$ cat src/rtl/alu_pkg.sv
// Shared types and UART framing constants for the ALU result transmitter.
// ALU_RESULT_TX_PARITY_EN adds the PARITY state to the state type.
package alu_pkg;

`ifdef ALU_RESULT_TX_PARITY_EN
  typedef enum logic [2:0] {
    ST_IDLE   = 3'd0,
    ST_START  = 3'd1,
    ST_DATA   = 3'd2,
    ST_STOP   = 3'd3,
    ST_PARITY = 3'd4
  } state_t;
`else
  typedef enum logic [1:0] {
    ST_IDLE  = 2'd0,
    ST_START = 2'd1,
    ST_DATA  = 2'd2,
    ST_STOP  = 2'd3
  } state_t;
`endif

  localparam logic UART_IDLE_LVL  = 1'b1;
  localparam logic UART_START_LVL = 1'b0;
  localparam logic UART_STOP_LVL  = 1'b1;
  localparam int   NB_UART_BYTE   = 8;
  localparam int   FRAME_BYTES    = 2;

endpackage

$ cat src/rtl/baud_gen.sv
// Bit-period tick generator: down-counter that pulses o_tick every BAUD_DIV
// cycles, held at its reload value while i_clear is high.
module baud_gen #(
  parameter int BAUD_DIV = 10416
) (
  input  logic clock,
  input  logic i_rst,
  input  logic i_clear,
  output logic o_tick
);

  localparam int NB_CNT = $clog2(BAUD_DIV);
  localparam logic [NB_CNT-1:0] RELOAD = NB_CNT'(BAUD_DIV - 1);

  logic [NB_CNT-1:0] r_cnt;

  always_ff @(posedge clock) begin
    if (i_rst) begin
      r_cnt <= '0;
    end else if (i_clear || (r_cnt == '0)) begin
      r_cnt <= RELOAD;
    end else begin
      r_cnt <= r_cnt - NB_CNT'(1);
    end
  end

  assign o_tick = !i_clear && (r_cnt == '0);

endmodule

$ cat src/rtl/alu_result_tx.sv
// Sends an ALU result as two UART bytes: result, then {6'b0, carry, zero}.
// Define ALU_RESULT_TX_PARITY_EN to append an even-parity bit to each byte.
//
// state  | meaning
// IDLE   | line high, waiting for i_start
// START  | start bit of current byte
// DATA   | data bits, LSB first
// PARITY | even-parity bit (parity build only)
// STOP   | stop bit; then next byte or back to IDLE
module alu_result_tx
  import alu_pkg::*;
#(
  parameter int NB_DATA  = 8,
  parameter int BAUD_DIV = 10416
) (
  input  logic               clock,
  input  logic               i_rst,
  input  logic               i_start,
  input  logic [NB_DATA-1:0] i_result,
  input  logic               i_zero,
  input  logic               i_carry,
  output logic               o_tx,
  output logic               o_busy,
  output logic               o_done
);

  state_t                    r_state;
  state_t                    w_next;
  logic [2:0]                r_bit_idx;
  logic                      r_byte_idx;
  logic [NB_DATA-1:0]        r_result;
  logic                      r_zero;
  logic                      r_carry;
  logic                      r_done;
  logic                      w_tick;
  logic                      w_clear;
  logic                      w_accept;
  logic                      w_last_bit;
  logic                      w_last_byte;
  logic [NB_UART_BYTE-1:0]   w_byte;

  assign w_clear     = (r_state == ST_IDLE);
  assign w_accept    = (r_state == ST_IDLE) && i_start;
  assign w_last_bit  = (r_bit_idx == 3'(NB_UART_BYTE - 1));
  assign w_last_byte = (r_byte_idx == 1'(FRAME_BYTES - 1));
  assign w_byte      = r_byte_idx ? {6'b000000, r_carry, r_zero} : r_result;

  baud_gen #(.BAUD_DIV(BAUD_DIV)) u_baud_gen (
    .clock   (clock),
    .i_rst   (i_rst),
    .i_clear (w_clear),
    .o_tick  (w_tick)
  );

  always_ff @(posedge clock) begin
    if (i_rst) begin
      r_state    <= ST_IDLE;
      r_bit_idx  <= '0;
      r_byte_idx <= 1'b0;
      r_result   <= '0;
      r_zero     <= 1'b0;
      r_carry    <= 1'b0;
      r_done     <= 1'b0;
    end else begin
      r_state <= w_next;
      r_done  <= (r_state == ST_STOP) && w_tick && w_last_byte;
      if (w_accept) begin
        r_result <= i_result;
        r_zero   <= i_zero;
        r_carry  <= i_carry;
      end
      // 3-bit index wraps to 0 after the 8th data bit
      if ((r_state == ST_DATA) && w_tick) begin
        r_bit_idx <= r_bit_idx + 3'd1;
      end
      if ((r_state == ST_STOP) && w_tick) begin
        r_byte_idx <= w_last_byte ? 1'b0 : r_byte_idx + 1'b1;
      end
    end
  end

  always_comb begin
    w_next = r_state;
    o_tx   = UART_IDLE_LVL;
    case (r_state)
      ST_IDLE: begin
        if (i_start) w_next = ST_START;
      end
      ST_START: begin
        o_tx = UART_START_LVL;
        if (w_tick) w_next = ST_DATA;
      end
      ST_DATA: begin
        o_tx = w_byte[r_bit_idx];
`ifdef ALU_RESULT_TX_PARITY_EN
        if (w_tick && w_last_bit) w_next = ST_PARITY;
`else
        if (w_tick && w_last_bit) w_next = ST_STOP;
`endif
      end
`ifdef ALU_RESULT_TX_PARITY_EN
      ST_PARITY: begin
        o_tx = ^w_byte;
        if (w_tick) w_next = ST_STOP;
      end
`endif
      ST_STOP: begin
        o_tx = UART_STOP_LVL;
        if (w_tick) w_next = w_last_byte ? ST_IDLE : ST_START;
      end
      default: w_next = ST_IDLE;
    endcase
  end

  assign o_busy = (r_state != ST_IDLE);
  assign o_done = r_done;

endmodule

$ cat config.mk
export PLATFORM = sky130hd
export DESIGN_NAME = alu_result_tx
export DESIGN_NICKNAME = d
export VERILOG_FILES = /design/src/rtl/alu_pkg.sv /design/src/rtl/baud_gen.sv /design/src/rtl/alu_result_tx.sv
export SDC_FILE = /design/constraint.sdc
export NUM_CORES = 1
export LEC_CHECK = 0
export BUFFER_PORTS_ARGS = -buffer_cell sky130_fd_sc_hd__buf_2
export CORE_MARGIN = 3
export CORE_UTILIZATION = 50
export CTS_CLUSTER_SIZE = 20
export DETAILED_ROUTE_END_ITERATION = 16
export PLACE_DENSITY = 0.83
export SYNTH_ARGS = -nofsm -noshare
export SYNTH_HDL_FRONTEND = slang
export SYNTH_HIERARCHICAL = 1
export SYNTH_SLANG_ARGS = --single-unit
$ cat constraint.sdc
create_clock -name clock -period 2.2 [get_ports clock]
set_input_delay 0 -clock clock [delete_from_list [all_inputs] [get_ports clock]]
set_output_delay 0 -clock clock [all_outputs]
set_load 0.02 [all_outputs]
# Yosys cells after proc, flatten, opt, wreduce, memory -nomap -nowiden

Index checks and enable logic that the tools add are counted.

Flip-flop bits (word level): 31
Input bits: 13
Output and inout bits: 3

Add/sub/neg operators: 3
Order comparisons: 1
Equality and inequality tests: 8
Mux-type cells: 12
Reductions and logical operators: 13

Operator list:

| kind                    | count |
|---|---|
| $logic_not A14 Y1       | 1 |
| $mux W14                | 1 |
| $sub A14 B1 Y14 const B | 1 |
| $mux W2                 | 4 |
| $mux W8                 | 1 |
| $pmux W2 S4             | 1 |
| $logic_and A1 B1 Y1     | 6 |
| $ne A2 B2 Y1 const B    | 3 |
| $eq A2 B2 Y1 const B    | 2 |
| $lt A3 B4 Y1 const B    | 1 |
| $reduce_and A4 Y1       | 1 |
| $add A3 B1 Y3 const B   | 1 |
| $bmux W1 S3             | 1 |
| $eq A3 B3 Y1 const B    | 1 |
| $mux W1                 | 3 |
| $eq A2 B1 Y1 const B    | 1 |
| $logic_not A2 Y1        | 1 |
| $ne A2 B1 Y1 const B    | 1 |
| $pmux W1 S2             | 1 |
| $reduce_bool A2 Y1      | 1 |
| $reduce_or A2 Y1        | 1 |
| $add A1 B1 Y1 const B   | 1 |
| $logic_not A1 Y1        | 1 |
| $logic_or A1 B1 Y1      | 1 |

# Logic depth before layout (Yosys ltp)

Word-level depth: 6
Gate-level depth with buffers: 8

# By module

Netlist, hierarchy kept.

By module, submodules not included:

| module        | times used | cells an instance | area each (µm²) | sequential area each (µm²) |
|---|---|---|---|---|
| alu_result_tx | 1          | 99                | 852.1           | 340.3 |
| baud_gen      | 1          | 72                | 661.9           | 280.3 |

# Worst setup path before layout

Ideal clock, no wire load.

Path type: reg2reg
From: reg u_baud_gen.r_cnt[4]
To: reg r_state[0]
Arrival time: 1.998 ns
Required time: 2.114 ns
Slack: 0.115 ns
Cell stages (with the launch flop): 7
Period minus slack after synthesis: 2.085 ns
Cells stage by stage: dfxtp_1 > or4_4 > nor3_4 > and4b_1 > o21bai_1 > o2111ai_1 > a221oi_2

Word-level cells in the longest chain between the ends: 5
Elaborated cells between the ends (all ways): 7

RTL lines:

| element                         | line                | text |
|---|---|---|
| from (decl)                     | baud_gen.sv:15      | `logic [NB_CNT-1:0] r_cnt;` |
| from (signal assigned)          | baud_gen.sv:23      | `r_cnt <= r_cnt - NB_CNT'(1);` |
| $logic_not A14 Y1 (*)           | baud_gen.sv:27      | `assign o_tick = !i_clear && (r_cnt == '0);` |
| $logic_and A1 B1 Y1 (*)         | baud_gen.sv:27      |  |
| named net w_tick                | alu_result_tx.sv:35 | `logic w_tick;` |
| $logic_and A1 B1 Y1             | alu_result_tx.sv:98 | `if (w_tick && w_last_bit) w_next = ST_STOP;` |
| $ne A2 B1 Y1 (no line)          | n/a                 |  |
| $reduce_and A4 Y1 (no line) (*) | n/a                 |  |
| to (signal assigned)            | alu_result_tx.sv:65 | `r_state <= w_next;` |
| to (decl)                       | alu_result_tx.sv:27 | `state_t r_state;` |

Mark *: on every way through the listed nets, which the timed path passes. The rest lies on a longest branch.
A chain may end at the register's enable or synchronous reset.

# Worst setup path after layout

Ends and elaborated chain as after synthesis.

==> flow_summary.toml <==
[timing]
fin_crit_sh_pct = 95.3
drv_slew = 0
max_freq_ghz = 0.477
finalHoldViolations = 0
worst_clock_skew_ns = 0.0167
worst_slack_ns = 0.102
tightest_slew_ns = 0.498
fin_crit_ns = 2.10
finalSetupViolations = 0
maxSlewHeadroom_pct = 66.8

[synthesis]
yosysTopAreaCell = "dfxtp_1"
yosys.area_share.simple_pct = 22.9
yosysSeqAreaShare_pct = 41.0
synthTopCellsByArea = "dfxtp_1 (41%), ha_1 (6.6%), nand2_1 (6.4%), a21oi_1 (6.3%), nor2_1 (4.7%)"
synth_cells = 171
synth_compound_area_share_pct = 15.4
yosysMostFrequentCell = "dfxtp_1"
synth_top_area_share_pct = 41.0
syn_area_sq_um = 1510
synthTopCellsByCount = "dfxtp_1 (31), nand2_1 (26), a21oi_1 (19), nor2_1 (19)"
post_synth_num_cell_types = 40
synth_warnings = 6
synth-seq-cells = 31
synth_xor_xnor_area_share_pct = 6.94
avgSynthCellArea_sq_um = 8.85
async_reset_ff_share_pct = 0
synth-main-ff-cell = "dfxtp_1"
mappedNetlistNets = 192
synth_top_family_by_area = "simple AND/OR/NAND/NOR gates"
synth-edff-count = 0
synth-adder-area-share_pct = 6.61
synthMuxAreaShare_pct = 3.97

[setup_path]
r2r_slack_ns = 0.10
cp.arrival_ns = 2.35
worstSetupPathType = "flop to flop"
cp-end-kind = "flop"
cp.required_ns = 2.45
start_kind = "flop"
crit_fanout = 6

[global_route]
grt_pass1_vias = 1259
grt_pass1_wl_um = 5210
grt-ovfl-total = 0
antenna_found_initial = 0
grt_use_total_pct = 18.9
grt_max_degree = 27

[layout]
nets = 224
finalInstanceArea_sq_um = 1840
multi_input_area_sq_um = 856
layout-drive-gt1-share_pct = 21.6
regArea_sq_um = 621
syn2layout_area_growth_pct = 21.8
num_antenna_cells = 0
nFillCells = 246

[clock_network]
tritoncts = "built"
clk_pin_slew_ns = 0.11
clock-sinks = 31
clk_latency_ns = 0.34
clk_path_buf_depth = 2
htreeDepth = 2
root_buffer = "clkbuf_4"
cts_buffers = 5

[worst_hold_path]
hold_class = "input pin to flop"

[drt]
drt-met1-wl_um = 1390
highest_layer = "met4"
wl_met3_um = 140
route.detailed.drc = 0
routed-wl-met2_um = 1590
vias_per_cell = 5.55
drt.antenna.violating_nets = 0
firstDrtPassIters = 4
wirelength_um = 3160
avgRoutedWirePerCell_um = 13.4
drtIter0Drc = 40
vias = 1304

[job]
cap_violations = 0

[power]
finalPower_mw = 2.00
total_leakage_power_nw = 0.751
powerDensity_nw_per_um2 = 1080
peakVddDrop_v = 0.000712

[floorplanning]
dieArea_sq_um = 3720
start_util_pct = 53.5
coreArea_sq_um = 2830
num_rows = 19
pin_count = 16
die_x_um = 61.0
die_height_um = 61.0

[placed_design]
dp_hpwl_um = 2130
post-place-ws_ns = 0.0469
globalplace.congestion = 0.823
io_buffers = 15
dpl_cell_area_sq_um = 1630

[status]
status = "complete, no violations"
[critical path, stage by stage, from the launching register on]
cell and delay (ns):
dfxtp_1 0.37, or4_4 0.61, nor3_4 0.18, and4b_2 0.31, o21bai_2 0.17, o2111ai_2 0.15, a221oi_2 0.22
[where the power goes]
group	internal (mW)	switching (mW)	leakage, nW	total (mW)
Combinational	0.335	0.446	0.448	0.781
Clock	0.268	0.203	0.0482	0.472
Sequential	0.661	0.0861	0.255	0.747
[metrics by stage]
step / utilization, % / hold slack, ns / instances / setup TNS (ns)
floorplan: - / 0.136 / 171 / 0
global placement: 57.7 / 0.242 / 215 / 0
detailed placement: 57.7 / 0.247 / 215 / 0
CTS: 64.3 / 0.100 / 233 / 0
global route: 65.2 / 0.125 / 235 / -0.00466
finish: 65.2 / 0.0971 / 235 / 0
[cell type report]
| type | instances | share of cell area, % |
|---|---|---|
| Multi-Input combinational cell | 127 | 46.4 |
| Sequential cell | 31 | 33.6 |
| Timing Repair Buffer | 30 | 11.5 |
| Clock buffer | 6 | 2.78 |
| Tap cell | 31 | 2.10 |
| Clock inverter | 2 | 1.90 |
| Inverter | 8 | 1.63 |
[per-layer routing]
metal | vias to the layer above | global-route usage (%)
li1 | 656 | -
met5 | - | 0
met3 | 4 | 5.66
met2 | 30 | 35.5
met1 | 614 | 20.0
met4 | 0 | 5.88
[state kept, by name (all words and copies together), names as in the netlist]
name and cells:
r_result 8, u_baud_gen/r_cnt 14, r_state 2, r_bit_idx 3, r_zero 1, o_done 1
r_byte_idx 1, r_carry 1
[kinds of logic after synthesis]
group,count (synthesis)
multiplexers,4
buffers and inverters,13
XOR/XNOR,12
flip-flops,31
AO/OA/AOI/OAI,33
AND/OR/NAND/NOR,70
adder cells (fa/ha/maj),8
[worst paths after layout]
| path | startpoint | endpoint | cells after the start |
|---|---|---|---|
| worst max-delay path | u_baud_gen/r_cnt[4]$_SDFF_PP0_ | r_state[0]$_SDFFE_PP0P_ | 6 |
| worst max register to register | u_baud_gen/r_cnt[4]$_SDFF_PP0_ | r_state[0]$_SDFFE_PP0P_ | 6 |
| worst min register to register | r_result[1]$_SDFFE_PP0P_ | r_result[1]$_SDFFE_PP0P_ | 2 |
| worst min-delay path | i_rst | u_baud_gen/r_cnt[2]$_SDFF_PP0_ | 2 |
[cell usage in the layout, fill, tap and decap left out, types with 3 or more instances in the layout]
master	instances
buf_4	5
mux2_2	3
nor4_1	3
xor2_1	5
nand2b_1	3
inv_1	8
clkbuf_4	5
dlygate4sd3_1	10
ha_1	8
nor2_1	19
buf_2	15
nand2_1	26
nand3_1	3
dfxtp_1	31
a21oi_1	19
nor3_1	3
xnor2_1	7
[what timing repair did]
action / CTS / global route
endpoints found under the hold margin: 10 / 0
resized for setup: 0 / 3
setup buffers: 0 / 2
setup endpoints to repair: 0 / 2
hold buffers: 10 / 0
No activity file was read; power rests on OpenSTA's default activity.
